`config.mk`:
```
export PLATFORM = sky130hd
export DESIGN_NAME = irq_ctrl
export DESIGN_NICKNAME = d
export VERILOG_FILES = /design/src/rtl/irq_ctrl.sv
export SDC_FILE = /design/constraint.sdc
export NUM_CORES = 1
export LEC_CHECK = 0
export BUFFER_PORTS_ARGS = -buffer_cell sky130_fd_sc_hd__buf_2
export CAP_MARGIN = 40
export CORE_UTILIZATION = 39
export CTS_CLUSTER_SIZE = 10
export DETAILED_ROUTE_END_ITERATION = 7
export PLACE_DENSITY = 0.83
export SLEW_MARGIN = 15
export SYNTH_ARGS = -nofsm -noshare
export SYNTH_HDL_FRONTEND = slang
export SYNTH_SLANG_ARGS = --single-unit
export TNS_END_PERCENT = 50
```
`constraint.sdc`:
```
create_clock -name clk_i -period 2.4 [get_ports clk_i]
set_input_delay 0.48 -clock clk_i [delete_from_list [all_inputs] [get_ports clk_i]]
set_output_delay 0.48 -clock clk_i [all_outputs]
set_load 0.01 [all_outputs]
```
`src/rtl/irq_ctrl.sv`:
```
// irq_ctrl -- round-robin interrupt controller with a two-word slave register map.
//
// Register map (word addresses, only bit 0 decoded):
//   word 0 write : per-source enable mask (low SRCCOUNT bits)
//   word 0 read  : CLAIM -- while the CPU is being signalled, returns
//                  {1, zeros, selected index} and acknowledges that source;
//                  otherwise returns 0 with no side effect
//   word 1 read  : pending mask (src_stb_i & enable), zero-extended
//
// Ports:
//   clk_i, rst_i                     clock, synchronous active-high reset
//   wb_cyc_i/stb_i/we_i/addr_i/...   slave request (registered, executed one
//                                    cycle later, acked the cycle after that)
//   wb_bsy_o, wb_ack_o, wb_dat_o     slave response
//   wb_mapsz_o                       size in bytes of the register window
//   src_stb_i / src_rdy_o            per-source level request / ready (a
//                                    one-cycle low on src_rdy_o acknowledges)
//   cpu_stb_o                        interrupt request to the CPU
module irq_ctrl #(
    parameter int ARCHBITSZ = 16,
    parameter int SRCCOUNT  = 2,
    localparam int ADDRBITSZ = ARCHBITSZ - $clog2(ARCHBITSZ / 8),
    localparam int IDXW      = (SRCCOUNT > 1) ? $clog2(SRCCOUNT) : 1
) (
    input  logic                   clk_i,
    input  logic                   rst_i,
    input  logic                   wb_cyc_i,
    input  logic                   wb_stb_i,
    input  logic                   wb_we_i,
    input  logic [ADDRBITSZ-1:0]   wb_addr_i,
    input  logic [ARCHBITSZ/8-1:0] wb_sel_i,
    input  logic [ARCHBITSZ-1:0]   wb_dat_i,
    output logic                   wb_bsy_o,
    output logic                   wb_ack_o,
    output logic [ARCHBITSZ-1:0]   wb_dat_o,
    output logic [ARCHBITSZ-1:0]   wb_mapsz_o,
    input  logic [SRCCOUNT-1:0]    src_stb_i,
    output logic [SRCCOUNT-1:0]    src_rdy_o,
    output logic                   cpu_stb_o
);

    typedef enum logic [1:0] {IDLE, SIGNAL, ACK, HOLD} state_t;

    // Registered bus request (execution stage)
    logic                 req_q, we_q, addr_q;
    logic [SRCCOUNT-1:0]  wdat_q;
    logic                 ack_q;
    logic [ARCHBITSZ-1:0] rdat_q, rdat_d;

    logic [SRCCOUNT-1:0]  en_q;
    logic [SRCCOUNT-1:0]  pending;

    state_t               state_q, state_d;
    logic [IDXW-1:0]      sel_q, sel_d, last_q, last_d;
    logic                 hold_q, hold_d;
    logic [IDXW-1:0]      scan_idx;
    logic                 scan_hit;
    logic                 claim;

    // Byte selects and undecoded bits have no function in this block.
    logic unused_bits;
    assign unused_bits = ^{wb_sel_i, wb_addr_i[ADDRBITSZ-1:1], wb_dat_i[ARCHBITSZ-1:SRCCOUNT]};

    assign pending    = src_stb_i & en_q;
    assign claim      = req_q && !we_q && !addr_q && (state_q == SIGNAL);

    assign wb_bsy_o   = 1'b0;
    assign wb_ack_o   = ack_q;
    assign wb_dat_o   = rdat_q;
    assign wb_mapsz_o = ARCHBITSZ'(2 * (ARCHBITSZ / 8));
    assign cpu_stb_o  = (state_q == SIGNAL);

    always_comb begin
        src_rdy_o = '1;
        if (state_q == ACK) src_rdy_o[sel_q] = 1'b0;
    end

    // Round-robin scan: first pending source after the last one served,
    // wrapping from SRCCOUNT-1 back to 0.
    always_comb begin
        int i;
        i        = 0;
        scan_idx = last_q;
        scan_hit = 1'b0;
        for (int k = 1; k <= SRCCOUNT; k++) begin
            i = int'(last_q) + k;
            if (i >= SRCCOUNT) i = i - SRCCOUNT;
            if (!scan_hit && pending[IDXW'(i)]) begin
                scan_hit = 1'b1;
                scan_idx = IDXW'(i);
            end
        end
    end

    // Read data for the access executing this cycle.
    always_comb begin
        rdat_d = '0;
        if (!we_q) begin
            if (addr_q) begin
                rdat_d = ARCHBITSZ'(pending);
            end else if (state_q == SIGNAL) begin
                rdat_d[ARCHBITSZ-1] = 1'b1;
                rdat_d[IDXW-1:0]    = sel_q;
            end
        end
    end

    always_ff @(posedge clk_i) begin
        if (rst_i) begin
            req_q  <= 1'b0;
            we_q   <= 1'b0;
            addr_q <= 1'b0;
            wdat_q <= '0;
            ack_q  <= 1'b0;
            rdat_q <= '0;
            en_q   <= '0;
        end else begin
            req_q  <= wb_cyc_i && wb_stb_i;
            we_q   <= wb_we_i;
            addr_q <= wb_addr_i[0];
            wdat_q <= wb_dat_i[SRCCOUNT-1:0];
            ack_q  <= req_q;
            rdat_q <= req_q ? rdat_d : '0;
            // FSM sees en_q before this write lands, so a same-cycle
            // transition uses the old mask.
            if (req_q && we_q && !addr_q) en_q <= wdat_q;
        end
    end

    always_comb begin
        state_d = state_q;
        sel_d   = sel_q;
        last_d  = last_q;
        hold_d  = hold_q;
        case (state_q)
            IDLE: begin
                if (scan_hit) begin
                    sel_d   = scan_idx;
                    last_d  = scan_idx;
                    state_d = SIGNAL;
                end
            end
            // selidx stays latched here even if the source or its enable drops.
            SIGNAL: if (claim) state_d = ACK;
            ACK: begin
                hold_d  = 1'b0;
                state_d = HOLD;
            end
            // Two quiet cycles so the acknowledged source can release its request.
            HOLD: begin
                if (hold_q) state_d = IDLE;
                else        hold_d  = 1'b1;
            end
            default: state_d = IDLE;
        endcase
    end

    always_ff @(posedge clk_i) begin
        if (rst_i) begin
            state_q <= IDLE;
            sel_q   <= '0;
            last_q  <= IDXW'(SRCCOUNT - 1);
            hold_q  <= 1'b0;
        end else begin
            state_q <= state_d;
            sel_q   <= sel_d;
            last_q  <= last_d;
            hold_q  <= hold_d;
        end
    end

endmodule

```
# Yosys cells after proc, flatten, opt, wreduce, memory -nomap -nowiden
# Index checks and enable logic that the tools add are counted.
dict set report word_totals {
  n_memories 0
  output_inout_bits 37
  in_bits 40
  ramBits 0
  latch_bits 0
  mem_bits_ro 0
  register_bits 29
}
dict set report classes {
  addsub 4
  n_eq_ne 6
  n_bitwise 4
  reduce_logical 18
  mul 0
  n_lt_le_gt_ge 6
  n_shift 0
  n_div 0
  muxes 21
}
# cell count
set ops {}
lappend ops {{two-way mux 1 bit} 14}
lappend ops {{logical AND 1 bit} 8}
lappend ops {{two-way mux 2 bit} 4}
lappend ops {{one-hot mux 2 bit (4 select lines)} 1}
lappend ops {{OR reduction 4 bit} 2}
lappend ops {{less-than comparator 1 x 3 -> 1 bit (second input constant)} 2}
lappend ops {{== test 2 bit (second input constant)} 2}
lappend ops {{inequality test 2 bit (second input constant)} 2}
lappend ops {{adder 1 x 2 -> 3 bit (second input constant)} 1}
lappend ops {{>= comparator 3 x 2 -> 1 bit (second input constant)} 1}
lappend ops {{logical NOT 1 bit} 3}
lappend ops {{AND reduction 3 bit} 1}
lappend ops {{OR reduction 3 bit} 1}
lappend ops {{adder 1 x 1 -> 2 bit (second input constant)} 1}
lappend ops {{AND 2 bit} 1}
lappend ops {{== test 2 x 1 -> 1 bit (second input constant)} 1}
lappend ops {{>= comparator 2 bit (second input constant)} 1}
lappend ops {{logical NOT 2 bit} 1}
lappend ops {{less-than comparator 1 x 2 -> 1 bit (second input constant)} 1}
lappend ops {{inequality test 2 x 1 -> 1 bit (second input constant)} 1}
lappend ops {{NOT 1 bit} 2}
lappend ops {{NOT 2 bit} 1}
lappend ops {{one-hot mux 1 bit (2 select lines)} 1}
lappend ops {{AND reduction 2 bit} 1}
lappend ops {{other kinds (4)} 5}

# Depth between registers and ports, before layout
# Gate-level depths: netlist of the first run.
dict set report logic_depth {
  depth_word 12
  ltp_mapped 5
  ltp_nobuf 5
}

# Least setup slack after synthesis of the first run
# No wires, ideal clock.
dict set report synth_timing {
  path_type {register -> register}
  from {register state_q[1]}
  to {register state_q[0]}
  period_less_slack_ps 1343
  path_slack_ps 1057
  setup_ps 72
  path_stages_with_launch 5
  path_buffers 0
  t_arrival_ps 1271
  t_required_ps 2328
  cell_sequence {dfxtp_1 -> inv_1 -> ha_1 -> a222oi_1 -> mux2i_1}
}
dict set report synth_between {
  elab_chain_cells 4
  elab_cells_between_ends 10
}
# element line
set synth_rtl {}
lappend synth_rtl {{start: declaration} 53} ;# state_t state_q, state_d;
lappend synth_rtl {{start signal: assignment} 165} ;# state_q <= state_d;
lappend synth_rtl {{== test 2 x 1 -> 1 bit (*)} --}
lappend synth_rtl {{via cpu_stb_o} 39} ;# output logic cpu_stb_o
lappend synth_rtl {{logical AND 1 bit} 65} ;# assign claim = req_q && !we_q && !addr_q && (state_q == SIGNAL);
lappend synth_rtl {{inequality test 2 x 1 -> 1 bit (no line)} --}
lappend synth_rtl {{AND reduction 3 bit (no line)} --}
# The timed path passes the listed nets; every way through them passes the cells marked *.
# A chain may end at the register's enable or synchronous reset.

# Worst setup path after layout of the first run
dict set report layout_timing {
  from {register state_q[0]}
  to {output src_rdy_o[0]}
}
dict set report layout_between {
  elab_chain_cells 2
}
# element line
set layout_rtl {}
lappend layout_rtl {{== test 2 bit} 75} ;# if (state_q == ACK) src_rdy_o[sel_q] = 1'b0;
lappend layout_rtl {{two-way mux 2 bit} 75}
lappend layout_rtl {{end: declaration} 38} ;# output logic [SRCCOUNT-1:0] src_rdy_o,
# Every way passes these cells.

==> results.json, run 1 <==
{
  "rsz0062_at_grt": "false",
  "final-max-slew-violation-count": 0,
  "top_usage_layer": "met2",
  "ir_drop_uv": 364,
  "die_w_um": 49.2,
  "syn_area_um2": 867,
  "status": "finished clean",
  "p_leak_uw": 0.000427,
  "min_period_over_period_pct": 71.7,
  "drc": 0,
  "dr.pass1.iters": 4,
  "critical_path_class": "register to output port",
  "fin_area_um2": 893,
  "met1_usage_pct": 10.2,
  "dieArea_um2": 2420,
  "max_slew_margin_pct": 65.4,
  "globalplace.congestion": 0.787,
  "cts_resized": 0,
  "ys_ff_latch": 16,
  "fillers": 209,
  "grt_first_pass_wirelength_um": 1830,
  "place_area_um2": 857,
  "final_nets": 159,
  "vias_per_cell": 3.91,
  "holdBufCountCts": 0,
  "die_h_um": 49.2,
  "path_delay_family": "flip-flops",
  "timing.fmax_mhz": 581,
  "final_common_cell": "conb_1",
  "critPathBufInv": 2,
  "crit_chain": "inv_1 -> ha_1 -> nand2b_1 -> buf_2",
  "skew_ps": 8.12,
  "cts_made_buffers": 3,
  "route.vias.total": 547,
  "grt_pass1_vias": 451,
  "fin_setup_tns_ps": 0,
  "cap_violations": 0,
  "synth.avg_cell_area_um2": 9.03,
  "final_cell_mix": "conb_1 (30), dfxtp_1 (16), buf_2 (16)",
  "startpoint_type": "register",
  "drtAntennaViolNets": 0,
  "grt.met2_usage_pct": 18.3,
  "syn_to_final_growth_pct": 3.03,
  "end_kind": "output port",
  "hp-class": "primary input to register",
  "total_power_uw": 567,
  "ys_types": 19,
  "core_area_um2": 2020,
  "diodes": 0,
  "worstMarginPinSlew_ps": 519,
  "overflow": 0,
  "antenna_found_initial": 0,
  "place_hpwl_um": 903,
  "wl_per_cell_um": 7.89,
  "yosysWarnings": 0,
  "slowest_delay_ps": 410,
  "grt_use_met3_pct": 2.80,
  "hold_viol_final": 0,
  "first_iter_violations": 7,
  "arrival_ps": 1240,
  "wirelength_um": 1110,
  "critPathRequiredTime_ps": 1920,
  "final-setup-viol-count": 0,
  "drive_above_1_share_pct": 18.6,
  "cts.clk_slew.worst_paths_ps": 90,
  "crit_slowest_cell": "dfxtp_1",
  "clockRootBuffer": "clkbuf_4",
  "cts_setup_buffers": 0,
  "netlist.area_leader.share_pct": 36.9,
  "grt_max_degree": 16,
  "clock_latency_ps": 280,
  "netlist_instances": 96,
  "synth_top_area_cell": "dfxtp_1",
  "cts_tree": "built",
  "clock-sinks": 16,
  "synthTopCellsByArea": "dfxtp_1 (37%), buf_4 (26%), ha_1 (7.2%)",
  "synth-seq-area-share_pct": 36.9,
  "cts_buffer_depth": 2,
  "fp-row-count": 16,
  "grtUsageTotal_pct": 10.3,
  "period_needed_ps": 1720,
  "cts.htree.levels": 1,
  "crit_path_max_fanout": 4,
  "p_per_area_nw_per_um2": 635,
  "initial_core_util_pct": 42.9,
  "io_pins": 77,
  "io_buffers": 16
}
[flip-flops by register name (all words and copies together), names as in the netlist, 2 cells and up]
| register | count |
|---|---|
| en_q | 2 |
| state_q | 2 |
| wb_dat_o | 3 |
| wdat_q | 2 |
[synth_stat cells]
library cell  instances
a21oi_1               3
a222oi_1              1
buf_4                30
clkbuf_1              1
conb_1                2
dfxtp_1              16
ha_1                  5
inv_1                 4
mux2i_1               4
nand2_1               5
nand2b_1              5
nand3_1               3
nand3b_1              3
nor2_1                5
nor2b_1               5
nor3b_1               1
o21bai_1              1
or2_2                 1
or3b_1                1
[report_power, final]
| group | internal (µW) | total [µW] | switching, µW |
|---|---|---|---|
| logic | 41.4 | 106 | 64.6 |
| clock network | 92.3 | 173 | 80.3 |
| registers | 277 | 289 | 11.1 |
| total | 411 | 567 | 156 |
[per-layer routing]
layer / wire, µm / part of all wire [%]
met1: 450 / 41
met2: 575 / 52
met4: 9 / 0.81
met5: 0 / 0
met3: 70 / 6.3
[kinds of logic (layout without fill, tap and decap cells)]
family	after synthesis	after routing	share of synthesized area [%]
flip-flops	16	16	36.9
AO/OA/AOI/OAI	5	5	3.75
AND/OR/NAND/NOR	29	29	18.5
multiplexers	4	4	4.62
other	2	30	0.866
adder cells (fa/ha/maj)	5	5	7.22
buffers and inverters	35	24	28.1
[metrics by stage]
stage / instances / hold slack (ps) / util (%) / worst slack (ps)
after floorplan: 124 / 422 / - / 1060
after global placement: 136 / 432 / 42.4 / 972
after detailed placement: 136 / 442 / 42.4 / 913
after CTS: 140 / 392 / 44.2 / 666
after global routing: 140 / 384 / 44.2 / 607
final: 140 / 398 / 44.2 / 679
[worst paths after layout]
check                                             start                       to  cells after the start  slack, ps
worst min register to register     en_q[1]$_SDFFE_PP0P_   wb_dat_o[1]$_SDFF_PP0_                      2        450
worst max register to register  state_q[0]$_SDFFE_PP0P_  state_q[1]$_SDFFE_PP0P_                      4        900
worst max-delay path            state_q[0]$_SDFFE_PP0P_             src_rdy_o[0]                      4        680
worst min-delay path                        wb_dat_i[0]     wdat_q[0]$_SDFF_PP0_                      2        400
[area by class of cell]
cell class,instances,area [µm²],share of cell area [%]
Inverter,4,15.0,1.68
Timing Repair Buffer,16,80.1,8.96
Tap cell,27,33.8,3.78
Sequential cell,16,320,35.9
Clock buffer,4,36.3,4.06
Multi-Input combinational cell,73,408,45.7
Note: power is estimated with default switching activity, not from simulation.
==> run 2, diff against run 1 <==
--- a/config.mk
+++ b/config.mk
@@ -7,10 +7,10 @@
 export LEC_CHECK = 0
 export BUFFER_PORTS_ARGS = -buffer_cell sky130_fd_sc_hd__buf_2
 export CAP_MARGIN = 40
-export CORE_UTILIZATION = 39
+export CORE_UTILIZATION = 37
 export CTS_CLUSTER_SIZE = 10
 export DETAILED_ROUTE_END_ITERATION = 7
-export PLACE_DENSITY = 0.83
+export PLACE_DENSITY = 0.79
 export SLEW_MARGIN = 15
 export SYNTH_ARGS = -nofsm -noshare
 export SYNTH_HDL_FRONTEND = slang
==> constraint.sdc (replaced) <==
create_clock -name clk_i -period 1.8 [get_ports clk_i]
set_input_delay 0.36 -clock clk_i [delete_from_list [all_inputs] [get_ports clk_i]]
set_output_delay 0.36 -clock clk_i [all_outputs]
set_load 0.01 [all_outputs]
==> run 2 against run 1 <==
Effect of this change:
- cell count up 0.71%
- clock-buffer cell count unchanged
- largest power group unchanged
- critical path type unchanged
- largest cell class unchanged
- register-to-register slack worse by 620 ps
==> results.json, run 2 (same netlist as run 1, synthesis figures left out) <==
{
  "die_w_um": 50.4,
  "wl_per_cell_um": 8.11,
  "fp-row-count": 17,
  "rsz0062_at_grt": "false",
  "wirelength_um": 1140,
  "p_per_area_nw_per_um2": 853,
  "core_area_um2": 2210,
  "crit_path_max_fanout": 4,
  "grt_pass1_vias": 477,
  "antenna_found_initial": 0,
  "final_common_cell": "conb_1",
  "clockRootBuffer": "clkbuf_4",
  "cts.clk_slew.worst_paths_ps": 90,
  "drive_above_1_share_pct": 18.6,
  "place_hpwl_um": 943,
  "clock-sinks": 16,
  "dieArea_um2": 2540,
  "grt_max_degree": 16,
  "final-setup-viol-count": 0,
  "grtUsageTotal_pct": 10.7,
  "cts_setup_buffers": 0,
  "overflow": 0,
  "fin_setup_tns_ps": 0,
  "end_kind": "output port",
  "cap_violations": 0,
  "clock_latency_ps": 290,
  "final-max-slew-violation-count": 0,
  "skew_ps": 1.84,
  "crit_slowest_cell": "dfxtp_1",
  "startpoint_type": "register",
  "worstMarginPinSlew_ps": 543,
  "cts_tree": "built",
  "diodes": 0,
  "syn_to_final_growth_pct": 3.17,
  "drc": 0,
  "vias_per_cell": 3.87,
  "final_nets": 159,
  "hold_viol_final": 0,
  "fillers": 214,
  "timing.fmax_mhz": 623,
  "cts_resized": 0,
  "critical_path_class": "register to output port",
  "seqCellArea_um2": 320,
  "min_period_over_period_pct": 89.2,
  "grt_first_pass_wirelength_um": 1950,
  "slowest_delay_ps": 400,
  "p_leak_uw": 0.000427,
  "io_pins": 77,
  "globalplace.congestion": 0.742,
  "route.vias.total": 546,
  "status": "finished clean",
  "cts.htree.levels": 1,
  "first_iter_violations": 3,
  "holdBufCountCts": 0,
  "initial_core_util_pct": 39.2,
  "crit_chain": "inv_1 -> ha_1 -> nand2b_1 -> buf_2",
  "final_cells": 141,
  "ir_drop_uv": 432,
  "die_h_um": 50.4,
  "multi_input_area_um2": 408,
  "largest_register_ffs": 3,
  "period_needed_ps": 1610,
  "final_cell_mix": "conb_1 (30), dfxtp_1 (16), buf_2 (16)",
  "dr.pass1.iters": 4,
  "arrival_ps": 1250,
  "max_slew_margin_pct": 63.8,
  "critPathRequiredTime_ps": 1440,
  "dp_cells": 137,
  "drtAntennaViolNets": 0,
  "cts_buffer_depth": 2,
  "io_buffers": 16,
  "hp-class": "primary input to register",
  "cts_made_buffers": 3
}
==> run 2: cell counts in the layout (fill, tap and decap cells not counted) <==
No cell type changed its count.
==> run 2: cell type report <==
class / instances / share of cell area [%]
clock buffers: 4 / 4.06
inverters: 4 / 1.68
flip-flops and latches: 16 / 35.8
multi-input cells: 73 / 45.6
well taps: 28 / 3.92
repair buffers: 16 / 8.95
==> run 2: metrics by stage <==
step	util [%]	area [µm²]	power (µW)	hold WS (ps)	setup WS [ps]
floorplan	-	972	546	422	457
global placement	38.8	858	529	433	368
detailed placement	38.8	858	541	437	281
CTS	40.4	895	772	271	172
global route	40.4	895	809	281	91.1
finish	40.4	895	763	275	194
==> run 2: critical path: cells and delay by family (launching register included) <==
family	cells	cell delay [ps]
adder cells (fa/ha/maj)	1	260
buffers and inverters	2	220
flip-flops	1	400
AND/OR/NAND/NOR	1	80
==> run 2: per-layer routing <==
metal | wire [µm] | track usage [%] | part of all wire, %
met5 | 0 | 0 | 0
met4 | 42 | 9.72 | 3.7
met3 | 63 | 1.82 | 5.5
met2 | 596 | 20.9 | 52
met1 | 441 | 8.89 | 39
==> run 2: worst paths after layout <==
kind                            from                       to  slack, ps  depth (start not counted)
max          state_q[0]$_SDFFE_PP0P_             src_rdy_o[0]        190                          4
min                     wb_addr_i[0]        addr_q$_SDFF_PP0_        270                          2
max reg2reg  state_q[0]$_SDFFE_PP0P_  state_q[1]$_SDFFE_PP0P_        280                          4
min reg2reg     en_q[1]$_SDFFE_PP0P_   wb_dat_o[1]$_SDFF_PP0_        450                          2
==> run 2: power breakdown <==
part | leakage (µW) | internal [µW] | switching, µW
Combinational | 0.000275 | 56.8 | 91.1
Clock | 0.0000210 | 123 | 107
Sequential | 0.000130 | 370 | 14.3
Total | 0.000427 | 550 | 213
